===== src/rtl/filtro_iir_seq_pkg.sv =====
// ---------------------------------------------------------------------------
// filtro_iir_seq_pkg
// Shared definitions for the sequential biquad IIR filter:
//   - default sample/coefficient width and fractional bits
//   - FSM state encoding
//   - coefficient-select codes presented to the external coefficient ROM
//   - helper mapping the MAC step index to its coefficient code
// ---------------------------------------------------------------------------
package filtro_iir_seq_pkg;

    localparam int cant_bits_def = 25;
    localparam int frac_bits_def = 14;

    // Number of multiply-accumulate steps of one biquad evaluation.
    localparam int num_taps = 5;

    typedef enum logic [1:0] {
        st_idle = 2'd0,
        st_mac  = 2'd1,
        st_out  = 2'd2
    } estado_t;

    // Coefficient ROM select codes.
    localparam logic [3:0] sel_unit = 4'b0000;  // unity, idle value
    localparam logic [3:0] sel_b0   = 4'b0101;
    localparam logic [3:0] sel_b1   = 4'b0110;
    localparam logic [3:0] sel_b2   = 4'b0111;
    localparam logic [3:0] sel_na1  = 4'b0001;  // -a1
    localparam logic [3:0] sel_na2  = 4'b0010;  // -a2

    // MAC step order: b0, b1, b2, -a1, -a2.
    function automatic logic [3:0] sel_de_idx(input logic [2:0] idx);
        logic [3:0] code;
        case (idx)
            3'd0:    code = sel_b0;
            3'd1:    code = sel_b1;
            3'd2:    code = sel_b2;
            3'd3:    code = sel_na1;
            3'd4:    code = sel_na2;
            default: code = sel_unit;
        endcase
        return code;
    endfunction

endpackage


===== src/rtl/filtro_iir_seq_if.sv =====
// ---------------------------------------------------------------------------
// filtro_iir_seq_if
// Sample/handshake bundle of the sequential biquad filter.
//   start   : one-cycle request to filter x_in
//   x_in    : signed input sample
//   sel_cte : coefficient select towards the external ROM
//   cte     : signed coefficient returned combinationally by the ROM
//   y_out   : signed filtered sample, held until next update
//   done    : one-cycle pulse, y_out newly valid
//   busy    : high while a sample is being processed
//   sat     : valid with done, high when y_out was clamped
// Modports: slave = filter side, master = requester/ROM side.
// ---------------------------------------------------------------------------
interface filtro_iir_seq_if
    import filtro_iir_seq_pkg::*;
#(
    parameter int cant_bits = cant_bits_def
);
    logic                        start;
    logic signed [cant_bits-1:0] x_in;
    logic        [3:0]           sel_cte;
    logic signed [cant_bits-1:0] cte;
    logic signed [cant_bits-1:0] y_out;
    logic                        done;
    logic                        busy;
    logic                        sat;

    modport slave (
        input  start, x_in, cte,
        output sel_cte, y_out, done, busy, sat
    );

    modport master (
        output start, x_in, cte,
        input  sel_cte, y_out, done, busy, sat
    );

endinterface


===== src/rtl/filtro_iir_seq_redondeo_sat.sv =====
// ---------------------------------------------------------------------------
// redondeo_sat
// Converts the wide accumulator to an output sample: round half-up
// (add 2^(frac_bits-1), arithmetic shift right by frac_bits), then clamp
// to the signed cant_bits range.
//   acc : signed accumulator, acc_bits wide
//   y   : rounded, saturated sample
//   sat : high when the clamp was applied
// ---------------------------------------------------------------------------
module redondeo_sat
    import filtro_iir_seq_pkg::*;
#(
    parameter int cant_bits = cant_bits_def,
    parameter int frac_bits = frac_bits_def,
    parameter int acc_bits  = 2 * cant_bits + 3
) (
    input  logic signed [acc_bits-1:0]  acc,
    output logic signed [cant_bits-1:0] y,
    output logic                        sat
);

    // One guard bit so the rounding addend can never wrap.
    localparam logic signed [acc_bits:0] medio =
        {{(acc_bits + 1 - frac_bits){1'b0}}, 1'b1, {(frac_bits - 1){1'b0}}};
    localparam logic signed [acc_bits:0] y_max =
        {{(acc_bits - cant_bits + 2){1'b0}}, {(cant_bits - 1){1'b1}}};
    localparam logic signed [acc_bits:0] y_min =
        {{(acc_bits - cant_bits + 2){1'b1}}, {(cant_bits - 1){1'b0}}};

    logic signed [acc_bits:0] suma;
    logic signed [acc_bits:0] redondeado;

    assign suma       = {acc[acc_bits-1], acc} + medio;
    assign redondeado = suma >>> frac_bits;

    always_comb begin
        y   = redondeado[cant_bits-1:0];
        sat = 1'b0;
        if (redondeado > y_max) begin
            y   = y_max[cant_bits-1:0];
            sat = 1'b1;
        end else if (redondeado < y_min) begin
            y   = y_min[cant_bits-1:0];
            sat = 1'b1;
        end
    end

endmodule


===== src/rtl/filtro_iir_seq.sv =====
// ---------------------------------------------------------------------------
// filtro_iir_seq
// Sequential Direct Form I biquad using a single multiplier:
//   y[n] = b0*x[n] + b1*x[n-1] + b2*x[n-2] + (-a1)*y[n-1] + (-a2)*y[n-2]
// One sample takes: IDLE (capture) -> 5 MAC steps -> OUT (round, saturate,
// shift history). done rises 6 edges after the edge that accepted start.
// Ports:
//   clk   : clock, rising edge
//   reset : asynchronous, active-low
//   bus   : filtro_iir_seq_if.slave (start/x_in/cte in, sel_cte/y_out/
//           done/busy/sat out)
// ---------------------------------------------------------------------------
module filtro_iir_seq
    import filtro_iir_seq_pkg::*;
#(
    parameter int cant_bits = cant_bits_def,
    parameter int frac_bits = frac_bits_def
) (
    input  logic             clk,
    input  logic             reset,
    filtro_iir_seq_if.slave  bus
);

    localparam int acc_bits  = 2 * cant_bits + 3;
    localparam int prod_bits = 2 * cant_bits;

    estado_t                      estado_reg;
    logic        [2:0]            idx_reg;
    logic signed [acc_bits-1:0]   acc_reg;
    logic signed [cant_bits-1:0]  x_hist_reg [3];   // x0, x1, x2
    logic signed [cant_bits-1:0]  y_hist_reg [2];   // y1, y2
    logic signed [cant_bits-1:0]  y_out_reg;
    logic                         done_reg;
    logic                         sat_reg;
    logic        [3:0]            sel_reg;

    logic signed [cant_bits-1:0]  operandos [num_taps];
    logic signed [cant_bits-1:0]  operando;
    logic signed [prod_bits-1:0]  producto;
    logic signed [acc_bits-1:0]   acc_next;
    logic signed [cant_bits-1:0]  y_sat;
    logic                         sat_calc;

    // Operand order matches the coefficient order b0,b1,b2,-a1,-a2.
    genvar gi;
    generate
        for (gi = 0; gi < 3; gi++) begin : g_op_x
            assign operandos[gi] = x_hist_reg[gi];
        end
        for (gi = 0; gi < 2; gi++) begin : g_op_y
            assign operandos[gi + 3] = y_hist_reg[gi];
        end
    endgenerate

    always_comb begin
        operando = '0;
        if (idx_reg <= 3'd4) begin
            operando = operandos[idx_reg];
        end
    end

    // cte is the ROM answer for the registered sel_cte of this step.
    assign producto = prod_bits'(bus.cte) * prod_bits'(operando);
    assign acc_next = acc_reg + acc_bits'(producto);

    redondeo_sat #(
        .cant_bits (cant_bits),
        .frac_bits (frac_bits),
        .acc_bits  (acc_bits)
    ) u_redondeo_sat (
        .acc (acc_reg),
        .y   (y_sat),
        .sat (sat_calc)
    );

    always_ff @(posedge clk or negedge reset) begin
        if (!reset) begin
            estado_reg <= st_idle;
            idx_reg    <= 3'd0;
            acc_reg    <= '0;
            for (int i = 0; i < 3; i++) x_hist_reg[i] <= '0;
            for (int i = 0; i < 2; i++) y_hist_reg[i] <= '0;
            y_out_reg  <= '0;
            done_reg   <= 1'b0;
            sat_reg    <= 1'b0;
            sel_reg    <= sel_unit;
        end else begin
            done_reg <= 1'b0;
            sat_reg  <= 1'b0;
            case (estado_reg)
                st_idle: begin
                    if (bus.start) begin
                        x_hist_reg[0] <= bus.x_in;
                        acc_reg       <= '0;
                        idx_reg       <= 3'd0;
                        sel_reg       <= sel_b0;
                        estado_reg    <= st_mac;
                    end
                end
                st_mac: begin
                    acc_reg <= acc_next;
                    if (idx_reg == 3'd4) begin
                        sel_reg    <= sel_unit;
                        estado_reg <= st_out;
                    end else begin
                        idx_reg <= idx_reg + 3'd1;
                        sel_reg <= sel_de_idx(idx_reg + 3'd1);
                    end
                end
                st_out: begin
                    y_out_reg     <= y_sat;
                    done_reg      <= 1'b1;
                    sat_reg       <= sat_calc;
                    x_hist_reg[2] <= x_hist_reg[1];
                    x_hist_reg[1] <= x_hist_reg[0];
                    // History keeps the saturated output, not the raw sum.
                    y_hist_reg[1] <= y_hist_reg[0];
                    y_hist_reg[0] <= y_sat;
                    idx_reg       <= 3'd0;
                    estado_reg    <= st_idle;
                end
                default: begin
                    estado_reg <= st_idle;
                end
            endcase
        end
    end

    assign bus.sel_cte = sel_reg;
    assign bus.y_out   = y_out_reg;
    assign bus.done    = done_reg;
    assign bus.sat     = sat_reg;
    assign bus.busy    = (estado_reg != st_idle);

endmodule


===== src/flat_wrapper.sv =====
// flat-port wrapper written by rule: the top's interface ports become plain ports
module filtro_iir_seq_flat import filtro_iir_seq_pkg::*;
#(
    parameter int cant_bits = cant_bits_def,
    parameter int frac_bits = frac_bits_def
)
  (clk, reset, bus_start, bus_x_in, bus_cte, bus_sel_cte, bus_y_out, bus_done, bus_busy, bus_sat);
  filtro_iir_seq_if #(.cant_bits(cant_bits)) bus_i ();
  input  logic clk;
  input  logic reset;
  input wire logic [$bits(bus_i.start)-1:0] bus_start;
  input wire logic [$bits(bus_i.x_in)-1:0] bus_x_in;
  input wire logic [$bits(bus_i.cte)-1:0] bus_cte;
  output wire logic [$bits(bus_i.sel_cte)-1:0] bus_sel_cte;
  output wire logic [$bits(bus_i.y_out)-1:0] bus_y_out;
  output wire logic [$bits(bus_i.done)-1:0] bus_done;
  output wire logic [$bits(bus_i.busy)-1:0] bus_busy;
  output wire logic [$bits(bus_i.sat)-1:0] bus_sat;
  assign bus_i.start = bus_start;
  assign bus_i.x_in = bus_x_in;
  assign bus_i.cte = bus_cte;
  assign bus_sel_cte = bus_i.sel_cte;
  assign bus_y_out = bus_i.y_out;
  assign bus_done = bus_i.done;
  assign bus_busy = bus_i.busy;
  assign bus_sat = bus_i.sat;
  filtro_iir_seq #(.cant_bits(cant_bits), .frac_bits(frac_bits)) u_core (.clk(clk), .reset(reset), .bus(bus_i));
endmodule

===== config.mk =====
export PLATFORM = sky130hd
export DESIGN_NAME = filtro_iir_seq_flat
export DESIGN_NICKNAME = d
export VERILOG_FILES = /design/src/rtl/filtro_iir_seq_pkg.sv /design/src/rtl/filtro_iir_seq_if.sv /design/src/rtl/filtro_iir_seq_redondeo_sat.sv /design/src/rtl/filtro_iir_seq.sv /design/src/flat_wrapper.sv
export SDC_FILE = /design/constraint.sdc
export NUM_CORES = 2
export LEC_CHECK = 0
export ABC_AREA = 0
export CELL_PAD_IN_SITES_DETAIL_PLACEMENT = 0
export CELL_PAD_IN_SITES_GLOBAL_PLACEMENT = 1
export CORE_ASPECT_RATIO = 0.9
export CORE_MARGIN = 4
export CORE_UTILIZATION = 46
export CTS_CLUSTER_DIAMETER = 120
export DETAILED_ROUTE_END_ITERATION = 8
export HOLD_SLACK_MARGIN = 0.02
export PLACE_DENSITY_LB_ADDON = 0.1
export SLEW_MARGIN = 30
export SYNTH_ARGS = -nofsm -noshare
export SYNTH_HDL_FRONTEND = slang
export SYNTH_HIERARCHICAL = 1
export SYNTH_SLANG_ARGS = --single-unit

===== constraint.sdc =====
create_clock -name clk -period 8.5 [get_ports clk]
set_input_delay 1.7 -clock clk [delete_from_list [all_inputs] [get_ports clk]]
set_output_delay 1.7 -clock clk [all_outputs]
set_load 0.03 [all_outputs]

; After elaboration in Yosys (flattened, before gate mapping)
; Cells that the tools add are included.
[word_totals]
regBits = 189
in_bits = 53
out_inout_bits = 32
elab_cells = 61
[classes]
n_addsub = 3
multipliers = 1
order_cmp = 4
eq_ne = 10
n_mux = 22
bitwise = 1
n_reduce_logical = 9
[op_table]
columns = operator, n
row1 = 25-bit 2-to-1 mux, 5
row2 = 53-bit one-hot mux with 2 select lines, 1
row3 = 25-bit binary-select mux with 3-bit select, 1
row4 = 53-bit by 15-bit adder with 54-bit output (second input constant), 1
row5 = 53-bit by 50-bit adder with 53-bit output, 1
row6 = 53-bit 2-to-1 mux, 1
row7 = 25-bit by 25-bit multiplier with 50-bit output, 1
row8 = 40-bit by 25-bit greater-than comparator with 1-bit output (second input constant), 1
row9 = 40-bit by 25-bit less-than comparator with 1-bit output (second input constant), 1
row10 = 3-bit one-hot mux with 5 select lines, 1
row11 = 3-bit one-hot mux with 3 select lines, 1
row12 = 4-bit 2-to-1 mux, 2
row13 = 4-bit one-hot mux with 2 select lines, 1
row14 = 3-bit by 2-bit == test with 1-bit output (second input constant), 2
row15 = 3-bit == test (second input constant), 2
row16 = 3-bit 2-to-1 mux, 2
row17 = 2-bit AND reduction, 3
row18 = 4-bit greater-or-equal comparator (second input constant), 1
row19 = 1-bit 2-to-1 mux, 4
row20 = 2-bit 2-to-1 mux, 2
row21 = 2-bit inequality test (second input constant), 2
row22 = 3-bit NOT with 4-bit output, 1
row23 = 2-bit one-hot mux with 2 select lines, 1
row24 = 2-bit nonzero test, 2
row25 = other kinds (10), 10

; Logic depth before layout (Yosys ltp)
[logic_depth]
ltp_word = 8
depth_mapped = 35
mapped_depth_nobuf = 29

; Hierarchy
; Netlist, hierarchy kept.
[by_module_without_submodules]
columns = module, instances, cells_each, area_each_um2, seq_area_each_um2
row1 = filtro_iir_seq, 1, 3657, 34124.0, 4704.5
row2 = redondeo_sat, 1, 175, 1300.0, 0.0

; Worst setup path after synthesis
; OpenSTA, ideal clock, no wires.
[synth_path]
kind = register to register
startpoint = register u_core.idx_reg[0]
endpoint = register u_core.acc_reg[49]
setup_ns = 0.138
arrival_time_ns = 8.629
required_ns = 8.362
path_slack_ns = -0.267
stages_incl_launch_ff = 32
path_buffers = 6
synth_period_minus_slack_ns = 8.767
path_cell_list = dfrtp_1 buf_4 buf_4 buf_2 inv_1 ha_1 nand2_1 nor3_2 buf_2 buf_1 a22o_1 nand2_1 inv_1 fa_1 fa_1 fa_1 fa_1 fa_1 fa_1 inv_1 fa_1 inv_1 ha_1 clkbuf_1 a21o_1 a21o_1 a221oi_1 or3_1 o211a_1 o31ai_1 xnor2_1 o22ai_1
[synth_between]
elab_chain_len = 8
word_cells_on_any_way = 9
classes_between = add/sub: 1 / mul: 1 / order compare: 1 / mux: 5 / bitwise: 1
[synth_rtl]
columns = item, line
row1 = start: declaration, filtro_iir_seq.sv:28  ; logic [2:0] idx_reg;
row2 = start signal: assignment, filtro_iir_seq.sv:106  ; idx_reg <= idx_reg + 3'd1;
row3 = 3-bit NOT with 4-bit output (not written as such), filtro_iir_seq.sv:58  ; operando = operandos[idx_reg];
row4 = 25-bit binary-select mux with 3-bit select, filtro_iir_seq.sv:58
row5 = 25-bit 2-to-1 mux (not written as such) (2 in a row), filtro_iir_seq.sv:58
row6 = 25-bit 2-to-1 mux *, filtro_iir_seq.sv:57  ; if (idx_reg <= 3'd4) begin
row7 = 25-bit by 25-bit multiplier with 50-bit output *, filtro_iir_seq.sv:63  ; assign producto = prod_bits'(bus.cte) * prod_bits'(operando);
row8 = 53-bit by 50-bit adder with 53-bit output *, filtro_iir_seq.sv:64  ; assign acc_next = acc_reg + acc_bits'(producto);
row9 = 53-bit one-hot mux with 2 select lines *, filtro_iir_seq.sv:90  ; case (estado_reg)
row10 = end signal: assignment, filtro_iir_seq.sv:101  ; acc_reg <= acc_next;
row11 = end: declaration, filtro_iir_seq.sv:29  ; logic signed [acc_bits-1:0] acc_reg;
; Mark *: on every way between the ends. The rest lies on a longest branch, timed or not. The select of a mux whose other input is x is not followed.
; A chain may end at the register's enable or synchronous reset.

; Final worst setup path
[layout_path]
startpoint = input port bus_cte[9]
endpoint = register u_core.acc_reg[49]
[layout_between]
elab_chain_len = 3
[layout_rtl]
columns = item, line
row1 = start: declaration, flat_wrapper.sv:13  ; input wire logic [$bits(bus_i.cte)-1:0] bus_cte;
row2 = 25-bit by 25-bit multiplier with 50-bit output, filtro_iir_seq.sv:63
row3 = 53-bit by 50-bit adder with 53-bit output, filtro_iir_seq.sv:64
row4 = 53-bit one-hot mux with 2 select lines, filtro_iir_seq.sv:90
; Every way passes these cells.

==> results.sh <==
export IMPL_status="completed"
export IMPL_drt_pass1_iterations=5
export IMPL_synth_ff_type="dfrtp_1"
export IMPL_numCtsBuffers=17
export IMPL_avgSynthCellArea_sq_um=9.24
export IMPL_place_gp_congestion=0.864
export IMPL_path_clk_slew_ns=0.07
export IMPL_dpl_hpwl_um=78300
export IMPL_critPathKind="in2reg"
export IMPL_viasPerCell=5.10
export IMPL_cp_max_fo=9
export IMPL_fin_cells=5042
export IMPL_grt_first_pass_wirelength_um=158000
export IMPL_die_x_um=301
export IMPL_seq_area_frac_synth_pct=13.3
export IMPL_area_growth_pct=12.7
export IMPL_globalRoute_totalOverflow=0
export IMPL_fin_area_sq_um=39900
export IMPL_grt_pass1_vias=28512
export IMPL_skew_ns=0.0124
export IMPL_rsz0062_at_grt="no"
export IMPL_totalWireLength_um=94500
export IMPL_maxCapViolCount=0
export IMPL_die_area_sq_um=81500
export IMPL_clock_latency_ns=0.44
export IMPL_r2r_start="u_core/idx_reg[0]$_DFFE_PN0P_"
export IMPL_fin_tns_setup_ns=0
export IMPL_ys_async_sr_fraction_pct=100
export IMPL_io_pins=85
export IMPL_antenna_found_initial=3
export IMPL_n_antenna_cell=0
export IMPL_max_freq_mhz=121
export IMPL_cp_end_kind="register"
export IMPL_drtIter0Drc=1535
export IMPL_cts_tree="done"
export IMPL_start_util_pct=46.4
export IMPL_synth_edff_count=0
export IMPL_synth_seq_cells=188
export IMPL_dpl_worst_slack_ns=-0.270
export IMPL_core_sq_um=76300
export IMPL_n_fill_cell=7137
export IMPL_period_minus_slack_ns=8.24
export IMPL_route_detailed_drc=0
export IMPL_final_max_slew_viol_count=0
export IMPL_worst_slack_ns=0.255
export IMPL_fp_row_count=96
export IMPL_startpoint_type="input pin"
export IMPL_final_common_cell="inv_1"
export IMPL_dp_cells=5006
export IMPL_antenna_left=0
export IMPL_hold_viol_final=0
export IMPL_drive_gt1_share_pct=10.7
export IMPL_timing_final_crit_share_pct=97.0
export IMPL_r2r_slack_ns=0.36
export IMPL_cp_arrival_ns=8.53
export IMPL_slew_headroom_pct=41.0
export IMPL_postCtsHoldBufs=0
export IMPL_worst_pin_slew_ns=0.884
export IMPL_wl_per_cell_um=18.7
export IMPL_crit_start="bus_cte[9]"
export IMPL_numPortBuffers=83
export IMPL_largest_register_ffs=100
export IMPL_synth_fp_nets=4812
export IMPL_cts_root_buf="clkbuf_16"
export IMPL_hold_class="reg2reg"
export IMPL_setup_violations=0
export IMPL_num_vias=25734
export IMPL_ys_types=80
export IMPL_cts_max_path_buffers=2
export IMPL_fp_dieH_um=271
export IMPL_layout_common_cells="862 x inv_1, 743 x fa_1, 730 x nand2_1, 224 x buf_4, 197 x nor2b_1"
export IMPL_syn_area_sq_um=35400
export IMPL_clkSinkCount=188
export IMPL_multi_input_area_sq_um=26700
export IMPL_register_area_sq_um=4710
export IMPL_grt_usage_pct=24.3
export IMPL_ys_warn_count=6
export IMPL_htreeDepth=4
export IMPL_grt_max_degree=121
export IMPL_min_from="u_core/operandos[74]$_DFFE_PN0P_"
export IMPL_nets=4980
export IMPL_critPathRequiredTime_ns=8.78
export IMPL_syn_instance_count=3832
export IMPL_placed_cell_area_sq_um=39200
## routing by layer
layer | share of wire, % | global-route usage, %
met5 | 0 | 0
met4 | 1.9 | 4.64
met3 | 4.0 | 2.30
met2 | 49 | 40.7
met1 | 45 | 35.0
## path summary, 6_finish.rpt
kind                       cells after the start                                 to
min in group asynchronous                      1  u_core/operandos[121]$_DFFE_PN0P_
max in group asynchronous                      2      u_core/idx_reg[0]$_DFFE_PN0P_
hold / removal                                 2   u_core/operandos[74]$_DFFE_PN0P_
hold reg to reg                                2   u_core/operandos[74]$_DFFE_PN0P_
setup / recovery                              24     u_core/acc_reg[49]$_DFFE_PN0P_
setup reg to reg                              30     u_core/acc_reg[49]$_DFFE_PN0P_
## repair_timing
| action | CTS | global route |
|---|---|---|
| setup endpoints to repair | 2 | 13 |
| setup buffers | 2 | 1 |
| resized for setup | 0 | 15 |
| pin swaps | 1 | 3 |
| gates cloned | 0 | 0 |
## synth_stat cells, types with 27 or more instances
library cell / count / area share, %
a21oi_1: 57 / 0.81
fa_1: 746 / 42
ha_1: 181 / 6.4
dfrtp_1: 188 / 13
buf_2: 28 / 0.40
and2_1: 66 / 1.2
buf_4: 28 / 0.59
nand2_1: 730 / 7.7
mux2_2: 27 / 0.86
clkbuf_1: 140 / 1.5
o21ai_0: 62 / 0.88
xor2_1: 35 / 0.87
nor2b_1: 198 / 3.5
nor2_1: 65 / 0.69
xnor2_1: 48 / 1.2
inv_1: 863 / 9.1
nand2b_1: 37 / 0.65
## cell type report
class / count / area share, %
flip-flops and latches: 188 / 11.8
clock buffers: 19 / 1.13
clock inverters: 13 / 0.351
multi-input cells: 2577 / 66.9
repair buffers: 352 / 8.52
inverters: 864 / 8.12
well taps: 1029 / 3.22
## critical path, cell delays in order
cell and delay (ns):
clkdlybuf4s50_1 0.51, buf_12 0.14, nor2b_1 0.18, fa_1 0.46, fa_1 0.53, inv_1 0.06, fa_1 0.56, fa_1 0.44
fa_1 0.50, inv_1 0.06, fa_1 0.54, inv_1 0.06, fa_1 0.59, inv_1 0.06, ha_2 0.38, nand2_2 0.07
o211a_1 0.25, o41ai_4 0.40, a211o_1 0.25, or2_4 0.17, a21boi_4 0.08, o31ai_1 0.29, xnor2_1 0.16, o22ai_1 0.10
## cell families after synthesis
group,count (synthesis),synth area share (%)
AO/OA/AOI/OAI,298,5.85
XOR/XNOR,83,2.05
adder cells (fa/ha/maj),927,48.6
buffers and inverters,1067,11.7
flip-flops,188,13.3
multiplexers,56,2.56
other,1,0.0106
AND/OR/NAND/NOR,1212,15.9
## per-stage QoR
stage / hold slack, ns / util (%)
3_5_place_dp: 0.457 / 51.4
4_1_cts: 0.475 / 52.2
6_report: 0.471 / 52.4
3_3_place_gp: 0.452 / 51.4
2_1_floorplan: 0.440 / -
5_1_grt: 0.494 / 52.4
Power is not shown: default switching activity piles up to over one toggle a cycle in this logic, so the estimate is an artifact.
